==> src/rtl/mp8_run_timer.sv <==
// Saturating RUN-cycle counter with a timeout flag for the MP-8 run checker.
module mp8_run_timer #(
  parameter int TIMEOUT = 1024,
  parameter int CNT_W   = 16
) (
  input  logic             clk,
  input  logic             reset,
  input  logic             clear,
  input  logic             enable,
  output logic [CNT_W-1:0] count,
  output logic             timeout
);

  localparam logic [CNT_W-1:0] CNT_MAX = '1;
  localparam logic [CNT_W-1:0] TO_LAST = CNT_W'(TIMEOUT - 1);
  // A timeout beyond the counter range can never be reached.
  localparam bit TO_REACHABLE = (longint'(TIMEOUT) - 1) < (longint'(1) << CNT_W);

  // Count RUN cycles; clear has priority, the count sticks at its maximum.
  always_ff @(posedge clk or negedge reset) begin
    // NOTE: sequential state uses non-blocking assignments so every register
    // samples pre-edge values regardless of statement order.
    if (!reset) begin
      count <= '0;
    end else if (clear) begin
      count <= '0;
    end else if (enable && (count != CNT_MAX)) begin
      count <= count + 1'b1;
    end
  end

  // The current RUN cycle is the last one allowed.
  assign timeout = TO_REACHABLE && (count == TO_LAST);

endmodule

==> config.mk <==
export PLATFORM = sky130hd
export DESIGN_NAME = mp8_run_timer
export DESIGN_NICKNAME = d
export VERILOG_FILES = /design/src/rtl/mp8_run_timer.sv
export SDC_FILE = /design/constraint.sdc
export NUM_CORES = 1
export LEC_CHECK = 0
export CORE_UTILIZATION = 53
export DETAILED_ROUTE_END_ITERATION = 8
export GPL_TIMING_DRIVEN = 0
export PLACE_DENSITY = 0.79
export REMOVE_ABC_BUFFERS = 1
export SYNTH_ARGS = -nofsm -noshare
export SYNTH_HDL_FRONTEND = slang
export SYNTH_SLANG_ARGS = --single-unit
==> constraint.sdc <==
create_clock -name clk -period 4.8 [get_ports clk]
set_input_delay 0.96 -clock clk [delete_from_list [all_inputs] [get_ports clk]]
set_output_delay 0.96 -clock clk [all_outputs]
set_load 0.1 [all_outputs]
# Word level (Yosys, flattened, before mapping)
# Index checks and enable logic that the tools add are counted.
# Widths: inputs -> output; s select.
[word_totals]
out_inout_bits = 17
reg_bits = 16
elab_cells = 8
[classes]
add_sub_neg = 1
n_eq_ne = 2
muxes = 2
reduce_logical = 2
[op_table]
columns = ["operator", "count"]
rows = [
  ["$mux 16", 2],
  ["$add 16x1->16 const B", 1],
  ["$eq 16x10->1 const B", 1],
  ["$ne 16x16->1 const B", 1],
  ["$reduce_bool 2->1", 1],
  ["$logic_and 1x1->1", 1],
]

# Logic depth before layout (Yosys ltp)
[logic_depth]
word_depth = 4
ltp_mapped = 6

# Worst setup path before layout
# No wires, ideal clock.
[synth_timing]
path_kind = "register -> output"
from = "reg count[0]"
to = "out timeout"
t_arrival_ns = 2.616
path_stages_with_launch = 5
setup_slack_ns = 1.224
t_required_ns = 3.840
n_path_buf = 0
cell_sequence = "dfrtp_1 -> ha_1 -> nand4_4 -> nor3_1 -> and3_1"
[synth_via]
elab_chain_cells = 1
[synth_lines]
columns = ["element", "line_no", "rtl"]
rows = [
  ["start, declared", "10", "output logic [CNT_W-1:0] count,"],
  ["start signal, assigned", "28", "count <= count + 1'b1;"],
  ["$eq 16x10->1", "33", "assign timeout = TO_REACHABLE && (count == TO_LAST);"],
  ["end, declared", "11", "output logic timeout"],
]
# No other way between the ends.

# Worst setup path after layout
# Ends and elaborated chain as after synthesis.

==> results.yml <==
floorplanning:
  die_h_um: 44.58
  io_pins: 21
  die-width_um: 44.58
  start_util: 0.5626
  core_um2: 1708
  rows: 15
  die_area_um2: 1987
timing:
  tightest_slew_ns: 0.9796
  fmax_mhz: 259.5
  setup_violations: 0
  fin_skew_ns: 0.005932
  min_period_over_period: 0.8028
  hold_viol: 0
  slew_headroom: 0.3449
  rsz0062_at_grt: "false"
  fin_tns_setup_ns: 0
  drv_slew: 0
  period_needed_ns: 3.853
setup_path:
  crit_chain: "ha_1, nand4_4, nor3_1, and3_1, clkdlybuf4s50_1"
  path_class: "reg -> out"
  slowest_delay_ns: 1.12
  r2r_slack_ns: 2.56
  cp.arrival_ns: 2.89
  critPathCaptureType: "output port"
  reg2regPathDepth: 5
  critPathSlowestCell: "clkdlybuf4s50_1"
  required_ns: 3.84
  r2r-end: "count[1]"
  cp-start-kind: "flop"
  rr_startpoint: "count[0]"
  crit_fanout: 8
synth:
  ys_async_sr_fraction: 1.000
  yosysSeqAreaShare: 0.4167
  ys_types: 36
  synth_area_leaders: "dfrtp_1 (42%), mux2_1 (4.7%), nor2_1 (3.5%)"
  synth_top_area_frac: 0.4167
  synth-edff-count: 0
  ys_warn_count: 0
  syn_avg_cell_area_um2: 9.906
  synth_seq_cells: 16
  mappedNetlistArea_um2: 960.9
  ys.flop_type: "dfrtp_1"
  yosys.area.top_type: "dfrtp_1"
  postSynthCellCount: 97
cells_and_area:
  area_growth_pct: 24.48
  num_antenna_cells: 0
  fin_nets: 124
  top_regs: "count x16"
  largest_reg_flops: 16
  fillCellCount: 135
  drive_above_1_share: 0.1111
  final_cell_mix: "clkdlybuf4s50_1 (20), dfrtp_1 (16), nor2_1 (9)"
  seq_area_um2: 400.4
  top_register: "count"
  multiInputGateArea_um2: 530.5
  finalInstanceArea_um2: 1196
  final_common_cell: "clkdlybuf4s50_1"
pwr:
  power_density_nw_per_um2: 201.3
  vdd_drop_max_mv: 0.1641
  p_leak_nw: 0.4777
worst_hold_path:
  hp-start: "count[7]"
  min_path_cells: 2
  hp-class: "reg -> reg"
  hold_end: "count[7]"
clock_tree:
  h-tree-depth: 1
  cts-hold-fix-buffers: 0
  clk_latency_ns: 0.28
  clk_pin_slew_ns: 0.09
  numCtsBuffers: 3
  clkSinkCount: 16
  cts_tree: "yes"
  cts_buffer_depth: 2
  cts-root-buf: "clkbuf_4"
  ctsResizeCount: 0
  postCtsSetupRepairBufs: 0
drt:
  wirelength_um: 2082
  vias: 872
  ant_nets: 0
  vias_per_cell: 6.141
  first_iter_violations: 17
  avgRoutedWirePerCell_um: 14.66
  firstDrtPassIters: 4
  drcViolationCount: 0
grt:
  grt_pass1_vias: 789
  antenna_found_initial: 0
  overflow: 0
  grt_usage: 0.2400
  grt_pass1_wl_um: 3519
  grt_max_degree: 21
flow_run:
  maxCapViolCount: 0
placed_design:
  routabilityCongestion: 0.7793
  port_buffers: 20
  hpwl_um: 1457
  placed_area_um2: 1174
run_status:
  status: "completed"
worst max path at each step:
| stage | startpoint | cells past startpoint | endpoint | slack [ns] |
|---|---|---|---|---|
| 3_5_place_dp | count[0] | 5 | timeout | 1.28 |
| 2_1_floorplan | count[0] | 4 | timeout | 1.22 |
| 3_3_place_gp | count[0] | 5 | timeout | 1.31 |
| 6_report | count[0] | 5 | timeout | 0.95 |
| 4_1_cts | count[0] | 5 | timeout | 0.94 |
| 5_1_grt | count[0] | 5 | timeout | 0.82 |
cell usage after synthesis (all sizes together) (2+ instances only):
cell type  count
a21oi          8
mux2i          2
nand4          4
mux2           4
nand2          3
nor2b          4
and3           2
o31ai          3
or3            5
nor2           9
inv            3
nor3           3
dfrtp         16
nor4           3
clkbuf         2
or4            2
o21ai          5
nand3          7
power by group:
group	internal [W]	total, W	switching, W
Sequential	0.000136	0.000139	0.00000291
Combinational	0.00000873	0.0000329	0.0000242
Clock	0.0000291	0.0000686	0.0000394
through the flow:
| stage | cells | setup slack, ns | power, W | hold WS (ns) | utilization |
|---|---|---|---|---|---|
| 2_1_floorplan | 94 | 1.224 | 0.0001611 | 0.6644 | - |
| 3_3_place_gp | 139 | 1.314 | 0.0001743 | 0.5741 | 0.6872 |
| 3_5_place_dp | 139 | 1.278 | 0.0001750 | 0.5768 | 0.6872 |
| 4_1_cts | 142 | 0.9376 | 0.0002448 | 0.5924 | 0.7004 |
| 5_1_grt | 142 | 0.8160 | 0.0002506 | 0.6229 | 0.7004 |
| 6_report | 142 | 0.9465 | 0.0002408 | 0.6054 | 0.7004 |
layout make-up:
type                       instances  area share
timing repair buffer              20      0.1674
sequential                        16      0.3347
inverter                           3    0.009414
clock buffer                       3     0.01883
tap                               25     0.02615
multi-input combinational         75      0.4435
logic make-up after synthesis:
kind of cell,after synthesis,synth area share
AND/OR/NAND/NOR,46,0.2943
AO/OA/AOI/OAI,21,0.1680
flip-flops,16,0.4167
buffers and inverters,6,0.03125
multiplexers,6,0.06771
XOR/XNOR,1,0.009116
adder cells (fa/ha/maj),1,0.01302
worst max-delay path, delay by kind of cell, from the launching register on:
family,cells,cell delay (ns)
adder cells (fa/ha/maj),1,0.31
buffers and inverters,1,1.12
flip-flops,1,0.45
AND/OR/NAND/NOR,3,0.73
per-layer routing:
layer / up-vias / share of wire / global-route usage / routed length (um)
met5: - / 0 / 0 / 0
met4: 0 / 0.010 / 0.04242 / 21
met3: 4 / 0.051 / 0.06531 / 107
met2: 30 / 0.48 / 0.3941 / 995
met1: 432 / 0.46 / 0.3212 / 958
li1: 406 / - / - / -
Note: power is estimated with default switching activity, not from simulation.
